[src/rtl/btb_pkg.sv]
// Shared BTB definitions: geometry, 2-bit counter encodings and the per-prediction
// metadata record handed from the lookup side to the resolve/update side.
package btb_pkg;

  localparam int TAGW     = 27;
  localparam int INDEX_W  = 3;
  localparam int OFFSET_W = 2;
  localparam int NUM_WAYS = 2;

  typedef enum logic [1:0] {
    SNT = 2'b00,
    WNT = 2'b01,
    WT  = 2'b10,
    ST  = 2'b11
  } btb_ctr_e;

  typedef struct packed {
    logic [31:0] pc;
    logic        hit;
    logic        way;
    logic        taken;
    logic        lru;
  } btb_meta_t;

  function automatic logic ctr_taken(input logic [1:0] state);
    return (state == WT) || (state == ST);
  endfunction

endpackage

[src/rtl/btb_meta_fifo.sv]
// In-order metadata FIFO between prediction and resolve. Pointers carry one extra
// wrap bit so full and empty are distinguishable without a separate counter.
module btb_meta_fifo
  import btb_pkg::*;
#(
  parameter int DEPTH = 4
) (
  input  logic      clk,
  input  logic      rst_n,
  input  logic      i_flush,
  input  logic      i_push,
  input  btb_meta_t i_data,
  input  logic      i_pop,
  output logic      o_full,
  output logic      o_empty,
  output btb_meta_t o_head
);

  localparam int AW = $clog2(DEPTH);
  localparam int PW = AW + 1;

  logic [PW-1:0] r_wr_ptr;
  logic [PW-1:0] r_rd_ptr;
  btb_meta_t     r_mem [DEPTH];
  logic          w_push;
  logic          w_pop;

  assign o_empty = (r_wr_ptr == r_rd_ptr);
  assign o_full  = (r_wr_ptr[AW] != r_rd_ptr[AW]) &&
                   (r_wr_ptr[AW-1:0] == r_rd_ptr[AW-1:0]);
  assign w_push  = i_push && !o_full && !i_flush;
  assign w_pop   = i_pop && !o_empty && !i_flush;
  assign o_head  = r_mem[r_rd_ptr[AW-1:0]];

  always_ff @(posedge clk or negedge rst_n) begin
    if (!rst_n) begin
      r_wr_ptr <= '0;
      r_rd_ptr <= '0;
    end else if (i_flush) begin
      r_wr_ptr <= '0;
      r_rd_ptr <= '0;
    end else begin
      if (w_push) r_wr_ptr <= r_wr_ptr + PW'(1);
      if (w_pop)  r_rd_ptr <= r_rd_ptr + PW'(1);
    end
  end

  // NOTE: storage has no reset; an entry is only ever read after it was written,
  // and leaving it out keeps the array mappable onto plain RAM/flops without reset.
  always_ff @(posedge clk) begin
    if (w_push) r_mem[r_wr_ptr[AW-1:0]] <= i_data;
  end

endmodule

[src/rtl/btb_predict.sv]
// Fetch-side BTB lookup: 2-way tag compare, registered taken/target prediction with
// valid/ready handshake, and a metadata FIFO consumed by the resolve path.
module btb_predict
  import btb_pkg::*;
#(
  parameter int TAGW  = btb_pkg::TAGW,
  parameter int DEPTH = 4
) (
  input  logic              clk,
  input  logic              rst,
  input  logic              flush,
  input  logic              fetch_valid,
  input  logic [31:0]       fetch_pc,
  output logic              fetch_ready,
  output logic [2:0]        rd_set,
  input  logic              rd_valid0,
  input  logic              rd_valid1,
  input  logic [TAGW-1:0]   rd_tag0,
  input  logic [TAGW-1:0]   rd_tag1,
  input  logic [31:0]       rd_target0,
  input  logic [31:0]       rd_target1,
  input  logic [1:0]        rd_state0,
  input  logic [1:0]        rd_state1,
  input  logic              rd_lru,
  output logic              pred_valid,
  input  logic              pred_ready,
  output logic [31:0]       pred_pc,
  output logic              pred_taken,
  output logic [31:0]       pred_target,
  output logic              meta_valid,
  input  logic              meta_pop,
  output logic [31:0]       meta_pc,
  output logic              meta_hit,
  output logic              meta_way,
  output logic              meta_taken,
  output logic              meta_lru
);

  logic [TAGW-1:0] w_tag;
  logic            w_hit0;
  logic            w_hit1;
  logic            w_hit;
  logic            w_way;
  logic            w_taken;
  logic [31:0]     w_pc_plus4;
  logic [31:0]     w_target;
  logic            w_accept;
  logic            w_fifo_full;
  logic            w_fifo_empty;
  btb_meta_t       w_meta_in;
  btb_meta_t       w_meta_head;

  logic            r_pred_valid;
  logic [31:0]     r_pred_pc;
  logic            r_pred_taken;
  logic [31:0]     r_pred_target;

  assign rd_set     = fetch_pc[OFFSET_W +: INDEX_W];
  assign w_tag      = fetch_pc[31 -: TAGW];
  assign w_hit0     = rd_valid0 && (rd_tag0 == w_tag);
  assign w_hit1     = rd_valid1 && (rd_tag1 == w_tag);
  assign w_pc_plus4 = fetch_pc + 32'd4;

  // NOTE: every variable gets a default at the top so no path can infer a latch.
  always_comb begin
    w_hit    = 1'b0;
    w_way    = 1'b0;
    w_taken  = 1'b0;
    w_target = w_pc_plus4;
    if (w_hit0) begin
      w_hit   = 1'b1;
      w_taken = ctr_taken(rd_state0);
      if (w_taken) w_target = rd_target0;
    end else if (w_hit1) begin
      w_hit   = 1'b1;
      w_way   = 1'b1;
      w_taken = ctr_taken(rd_state1);
      if (w_taken) w_target = rd_target1;
    end
  end

  assign fetch_ready = rst && !flush && !w_fifo_full && (!r_pred_valid || pred_ready);
  assign w_accept    = fetch_valid && fetch_ready;

  always_comb begin
    w_meta_in.pc    = fetch_pc;
    w_meta_in.hit   = w_hit;
    w_meta_in.way   = w_way;
    w_meta_in.taken = w_taken;
    w_meta_in.lru   = rd_lru;
  end

  // NOTE: sequential state uses non-blocking assignments so every flop samples
  // pre-edge values regardless of block ordering.
  always_ff @(posedge clk or negedge rst) begin
    if (!rst) begin
      r_pred_valid  <= 1'b0;
      r_pred_pc     <= '0;
      r_pred_taken  <= 1'b0;
      r_pred_target <= '0;
    end else if (flush) begin
      r_pred_valid  <= 1'b0;
    end else if (w_accept) begin
      r_pred_valid  <= 1'b1;
      r_pred_pc     <= fetch_pc;
      r_pred_taken  <= w_taken;
      r_pred_target <= w_target;
    end else if (pred_ready) begin
      r_pred_valid  <= 1'b0;
    end
  end

  assign pred_valid  = r_pred_valid;
  assign pred_pc     = r_pred_pc;
  assign pred_taken  = r_pred_taken;
  assign pred_target = r_pred_target;

  btb_meta_fifo #(
    .DEPTH (DEPTH)
  ) u_meta_fifo (
    .clk     (clk),
    .rst_n   (rst),
    .i_flush (flush),
    .i_push  (w_accept),
    .i_data  (w_meta_in),
    .i_pop   (meta_pop),
    .o_full  (w_fifo_full),
    .o_empty (w_fifo_empty),
    .o_head  (w_meta_head)
  );

  assign meta_valid = !w_fifo_empty;
  assign meta_pc    = w_meta_head.pc;
  assign meta_hit   = w_meta_head.hit;
  assign meta_way   = w_meta_head.way;
  assign meta_taken = w_meta_head.taken;
  assign meta_lru   = w_meta_head.lru;

endmodule
[config.mk]
export PLATFORM = sky130hd
export DESIGN_NAME = btb_predict
export DESIGN_NICKNAME = d
export VERILOG_FILES = /design/src/rtl/btb_pkg.sv /design/src/rtl/btb_meta_fifo.sv /design/src/rtl/btb_predict.sv
export SDC_FILE = /design/constraint.sdc
export NUM_CORES = 1
export LEC_CHECK = 0
export ABC_CLOCK_PERIOD_IN_PS = 3050
export CORE_UTILIZATION = 50
export DETAILED_ROUTE_END_ITERATION = 10
export PLACE_DENSITY_LB_ADDON = 0.12
export SYNTH_ARGS = -nofsm -noshare
export SYNTH_HDL_FRONTEND = slang
export SYNTH_SLANG_ARGS = --single-unit
[constraint.sdc]
create_clock -name clk -period 3.05 [get_ports clk]
set_clock_uncertainty 0.15 [all_clocks]
set_input_delay 0.915 -clock clk [delete_from_list [all_inputs] [get_ports clk]]
set_output_delay 0.915 -clock clk [all_outputs]
set_load 0.01 [all_outputs]
# --- Word-level counts from Yosys, hierarchy flattened ---
# Memory sizes are Yosys's and may differ from the RTL's.
# Index checks and enable logic that the tools add are counted.
totals:
  ff_bits: 72
  wordCells: 60
  mem_count: 1
  ramBits: 144
  in_bits: 163
memory_table:
  columns: ["name", "words", "word_bits", "read_ports", "rd_ports_with_merged_regs", "wr", "line", "text"]
  rows:
  - ["u_meta_fifo.r_mem", 4, 36, 1, 0, 1, "btb_meta_fifo.sv:24", "btb_meta_t r_mem [DEPTH];"]
op_classes:
  n_bitwise: 1
  reduce_logical: 22
  addsub: 3
  eq_ne: 9
  n_mux: 18
ops:
  columns: ["operator", "count"]
  rows:
  - ["32-bit 2-to-1 mux", 4]
  - ["27-bit == test", 2]
  - ["32-bit by 3-bit adder with 32-bit output (second input constant)", 1]
  - ["3-bit 2-to-1 mux", 4]
  - ["1-bit logical AND", 11]
  - ["1-bit 2-to-1 mux", 10]
  - ["2-bit == test (second input constant)", 4]
  - ["3-bit by 1-bit adder with 3-bit output (second input constant)", 2]
  - ["1-bit logical NOT", 4]
  - ["2-bit nonzero test", 2]
  - ["3-bit == test", 1]
  - ["1-bit logical OR", 3]
  - ["3-bit nonzero test", 1]
  - ["2-bit == test", 1]
  - ["2-bit AND reduction", 1]
  - ["1-bit inequality test", 1]
  - ["1-bit inverter", 1]

# --- Longest topological paths before layout ---
# Gate-level depths: netlist (run 1).
logic_depth:
  word_depth: 10
  depth_mapped: 10

# --- Hierarchy ---
# From an unflattened synthesis (run 1), not the netlist that was laid out.
hier_totals:
  hier_cells: 828
  area_unflattened_um2: 10380.0
by_module_without_submodules:
  columns: ["module", "n_inst", "seq_area_each_um2", "area_each_um2", "cells_per_inst"]
  rows:
  - ["btb_meta_fifo", 1, 4474.3, 5746.8, 252]
  - ["btb_predict", 1, 1651.6, 4633.2, 576]

# --- Least setup slack after synthesis (run 1) ---
# Ideal clock, no wire load.
synth_timing:
  path_kind: "input to register"
  startpoint: "input flush"
  endpoint: "memory u_meta_fifo.r_mem[3][0] (netlist name), enable pin"
  path_slack_ns: 0.019
  arrival_ns: 2.483
  path_buffers: 0
  setup_ns: 0.398
  required_ns: 2.502
  path_stages: 3
  cell_sequence: "nand2b_1 -> a311oi_2 -> and3_1"
synth_via:
  elab_chain_len: 9
synth_rtl:
  columns: ["element", "line", "text"]
  rows:
  - ["start, declared", "btb_predict.sv:11", "input logic flush,"]
  - ["1-bit logical NOT", "btb_predict.sv:82", "assign fetch_ready = rst && !flush && !w_fifo_full && (!r_pred_valid || pred_ready);"]
  - ["1-bit logical AND (3 in series)", "btb_predict.sv:82", null]
  - ["net fetch_ready", "btb_predict.sv:14", "output logic fetch_ready,"]
  - ["1-bit logical AND", "btb_predict.sv:83", "assign w_accept = fetch_valid && fetch_ready;"]
  - ["1-bit logical AND (2 in series)", "btb_meta_fifo.sv:31", "assign w_push = i_push && !o_full && !i_flush;"]
  - ["1-bit 2-to-1 mux", "btb_meta_fifo.sv:51", "if (w_push) r_mem[r_wr_ptr[AW-1:0]] <= i_data;"]
  - ["1-bit 2-to-1 mux (not written as such)", "btb_meta_fifo.sv:51", null]
  - ["end, declared", "btb_meta_fifo.sv:24", null]
# The timed path passes the listed nets, and every way through them passes these cells.

# --- Worst setup path in the final report (run 1) ---
layout_timing:
  startpoint: "register u_meta_fifo.r_rd_ptr[0]"
  endpoint: "output meta_pc[6]"
layout_via:
  elab_chain_len: 1
layout_rtl:
  columns: ["element", "line", "text"]
  rows:
  - ["start, declared", "btb_meta_fifo.sv:23", "logic [PW-1:0] r_rd_ptr;"]
  - ["start signal, assigned", "btb_meta_fifo.sv:44", "if (w_pop) r_rd_ptr <= r_rd_ptr + PW'(1);"]
  - ["memory read 4 x 36 bit", null, null]
  - ["end, declared", "btb_predict.sv:32", "output logic [31:0] meta_pc,"]
# No other way between the ends.

==> results of run 1 <==
-- kinds of logic (layout without fill, tap and decap cells) --
kind of cell,after synthesis,count (layout),share of synthesized area (%)
other cells,0,1,0
flops,216,216,57.32
buf+inv,75,468,3.641
simple gates,269,269,13.71
fa+ha+maj,6,6,0.7024
mux,63,63,10.30
xor+xnor,87,87,7.972
compound gates,91,91,6.357
-- metal layers --
layer  vias to the layer above  share of wire (%)  track usage [%]
li1                       3749                  -                -
met1                      4162                 40            40.94
met2                       410                 48            51.43
met3                        67                8.6            6.748
met4                         0                3.2            11.03
met5                         -                  0                0
-- sequential cells by signal, indices dropped and copies added, names as in the netlist --
name,count
pred_target,32
u_meta_fifo.r_mem,144
pred_pc,32
pred_taken,1
pred_valid,1
u_meta_fifo.r_wr_ptr,3
u_meta_fifo.r_rd_ptr,3
-- worst max-delay path by stage --
stage / to / cells after the start
2_1_floorplan: u_meta_fifo.r_mem[3][0] / 3
3_3_place_gp: pred_target[10] / 10
3_5_place_dp: pred_target[29] / 10
4_1_cts: meta_pc[18] / 5
5_1_grt: meta_pc[1] / 4
6_report: meta_pc[6] / 5
-- layout by cell type (no fill, tap or decap), types with 18 or more instances in the layout --
master	netlist	final
xnor2_1	58	49
xor2_1	23	23
nand2_1	127	126
buf_2	26	19
nand4_1	20	20
dfrtp_1	72	70
mux2i_1	20	20
clkdlybuf4s50_1	0	221
nand3_1	18	18
clkbuf_16	0	24
buf_4	6	121
buf_6	7	25
mux4_2	36	36
edfxtp_1	144	144
nor2_1	22	22
-- cell type report --
cell class                 instances  area, µm²
antenna                            1      2.502
tap                              275      344.1
inverter                          10      37.54
timing repair buffer             415       4009
sequential                       216       6128
clock buffer                      33      674.4
multi-input combinational        516       4293
clock inverter                    10      95.09
fill                            1424       5438
-- worst min-delay path: stages, from the launching register on --
cell,delay [ps]
dfrtp_1,340
nand2_1,50
nand2_1,60
-- power by group through the flow --
stage,registers [mW],clock network (mW),logic [mW]
finish,3.43,2.81,1.96
global route,3.45,2.96,2.08
CTS,3.43,2.83,1.95
detailed placement,3.48,0,1.84
global placement,3.49,0,1.82
floorplan,3.54,0,0.691
-- metrics by stage --
step                instance area, µm²  hold WS [ps]
floorplan                        10690         363.9
global placement                 14600         311.8
detailed placement               14600         312.5
CTS                              15490         327.1
global route                     15580         353.8
finish                           15580         325.7
-- repair_timing --
action / 4_1_cts / 5_1_grt
cloned: 4 / 0
pin swaps: 1 / 7
resized for setup: 169 / 32
endpoints found under the setup margin: 41 / 59
setup buffers: 10 / 1
==> results_tabular.tex, run 1 <==
\begin{tabular}{lr}
\hline
Metric & Value \\
\hline
\multicolumn{2}{l}{\textbf{Synth}} \\
Count of flip-flops with a built-in enable after synthesis & about 140 \\
Post-synthesis instance total & 807 \\
Area of the mapped netlist & 10690 µm² \\
Syn avg cell area & 13.24 µm² \\
Leading register cell type out of synthesis & edfxtp\_1 \\
Mapped Nets & 976 \\
Number of storage elements in the synthesis netlist & 216 \\
Most used standard cells in the synthesized netlist & edfxtp\_1, nand2\_1, dfrtp\_1 \\
Synth warnings & 0 \\
Count leader, synth & edfxtp\_1 \\
Synth top area cells & edfxtp\_1, dfrtp\_1, mux4\_2 \\
Share of synthesized registers carrying an async set or reset & around 33\% \\
Largest area contributor in the netlist & edfxtp\_1 \\
Sequential share of the synthesized area & 57.32\% \\
Library cells used by synthesis & 65 \\
Area fraction of the dominant cell type after synthesis & about 40\% \\
\multicolumn{2}{l}{\textbf{Placed design}} \\
Post-placement cell count & approximately 1400 \\
Detailed placement HPWL & 24450 µm \\
DP Worst Slack & -519.3 ps \\
IO buf count & roughly 270 \\
Final weighted congestion in routability-driven placement & 0.8668 \\
\multicolumn{2}{l}{\textbf{Routing}} \\
DR iter-0 viols & a little under 600 \\
Number of nets still failing antenna checks after routing & 0 \\
Vias post-DR & around 8400 \\
Number of search-and-repair iterations in the first detailed-routing pass & 5 \\
Number of remaining DRC errors & 0 \\
Total detailed-routing wirelength & 34320 µm \\
Routed length per placed instance & about 23 µm \\
Via density & around 5.7 \\
\multicolumn{2}{l}{\textbf{Final layout}} \\
Area growth from synthesis to layout & 45.81\% \\
Core Util, Final & 74.13\% \\
Post-layout instance count excluding filler cells & approximately 1500 \\
Proportion of layout cells with a drive suffix above 1 & 26.08\% \\
Final layout net count & 1352 \\
\multicolumn{2}{l}{\textbf{Timing}} \\
Tmin final & 3078 ps \\
Pins over their slew limit & 0 \\
Unrepaired setup endpoints after global routing & true \\
Total of endpoints with negative setup slack in the final report & 9 \\
PnR worst setup slack & -27.70 ps \\
Worst rel slew slack & 36.06\% \\
Worst Max-Slew Pin Slew & roughly 960 ps \\
Hold violation count in the final report & 0 \\
Period utilization & 100.9\% \\
Post-route setup TNS & -151.1 ps \\
Highest Clock Rate & 324.9 MHz \\
\multicolumn{2}{l}{\textbf{Min path}} \\
Startpoint of the lowest-slack hold path & pred\_pc[23] \\
Class of the tightest hold or removal check & flop to flop \\
Number of cells on the worst hold path & 2 \\
Worst Hold End & pred\_pc[23] \\
\multicolumn{2}{l}{\textbf{Critical path}} \\
Most repeated library cell on the critical path & buf\_6 \\
Gate family responsible for the most delay along the worst path & buffers and inverters \\
List of cells traversed by the critical path & buf\_4 -> buf\_6 -> buf\_16 -> mux4\_2 -> buf\_6 \\
Critical path endpoint category & primary output \\
Delay of the slowest cell on the worst path & 500 ps \\
Peak fanout along the critical path & 8 \\
Launching element of the worst setup path & u\_meta\_fifo.r\_rd\_ptr[0] \\
Worst reg2reg setup slack & $\sim$630 ps \\
Worst endpoint data arrival time & 2010 ps \\
RR Endpoint & pred\_target[2] \\
Data required time of the critical path & 1980 ps \\
R2r startpoint & u\_meta\_fifo.r\_rd\_ptr[0] \\
Kind of launch point of the worst setup path & flop \\
Classification of the worst setup path & flop to primary output \\
Count of buffer and inverter cells on the critical path & 4 \\
Standard cell with the maximum stage delay on the critical path & mux4\_2 \\
Worst R2R Path Depth & 8 \\
\multicolumn{2}{l}{\textbf{Power}} \\
Leakage power & 6.184 nW \\
Net Sw Frac & a little over a quarter \\
Total power consumption of the routed design & 8.192 mW \\
Gate power share & around a quarter \\
Net Switching & about 2.1 mW \\
Cell Int Power & 6.052 mW \\
Sequential fraction of design power & 41.9\% \\
Worst IR Drop VDD & slightly below 0.0004 V \\
Pwr dens & $\sim$530 nW/µm² \\
Power share of the clock group & 34.2\% \\
\multicolumn{2}{l}{\textbf{Global route}} \\
Total routing usage reported by global routing & 31.24\% \\
Maximum number of pins on one net before global-route repair & 73 \\
Global-route wire length before repair & roughly 50000 µm \\
Number of antenna violations at the first check in global routing & 1 \\
Grt ovf & 0 \\
Number of global-route vias before repair & 8500 \\
\multicolumn{2}{l}{\textbf{Floorplanning}} \\
Die width & around 150 µm \\
Vert. Die Dim & 148.2 µm \\
I/O Pins & 270 \\
Core ar. & 21020 µm² \\
Die ar. & 21960 µm² \\
Starting density of the core & 50.84\% \\
Number of cell rows & 53 \\
\multicolumn{2}{l}{\textbf{Run status}} \\
Failing checks & setup timing \\
Result of the run & finished, violations left \\
\multicolumn{2}{l}{\textbf{Clock network}} \\
CTS tree & yes \\
Cts-stage hold buffer count & 0 \\
Clock net sink count & 216 \\
Root buffer cell & clkbuf\_16 \\
Clock insertion delay at the later pin of the skew report & 510 ps \\
Max clock buf depth & 3 \\
Total clock buffers created by CTS & 24 \\
Clock-pin slew on the worst setup and hold paths & around 60 ps \\
Number of H-tree levels & 1 \\
\multicolumn{2}{l}{\textbf{Run}} \\
Max-capacitance violation count & 0 \\
\hline
\end{tabular}
No activity file was read; power rests on OpenSTA's default activity.
==> run 2: changes to the inputs <==
SLEW_MARGIN = 20   (was default)
==> results of run 2 <==
No change in the layout: final DEF, timing and power equal those of run 1.
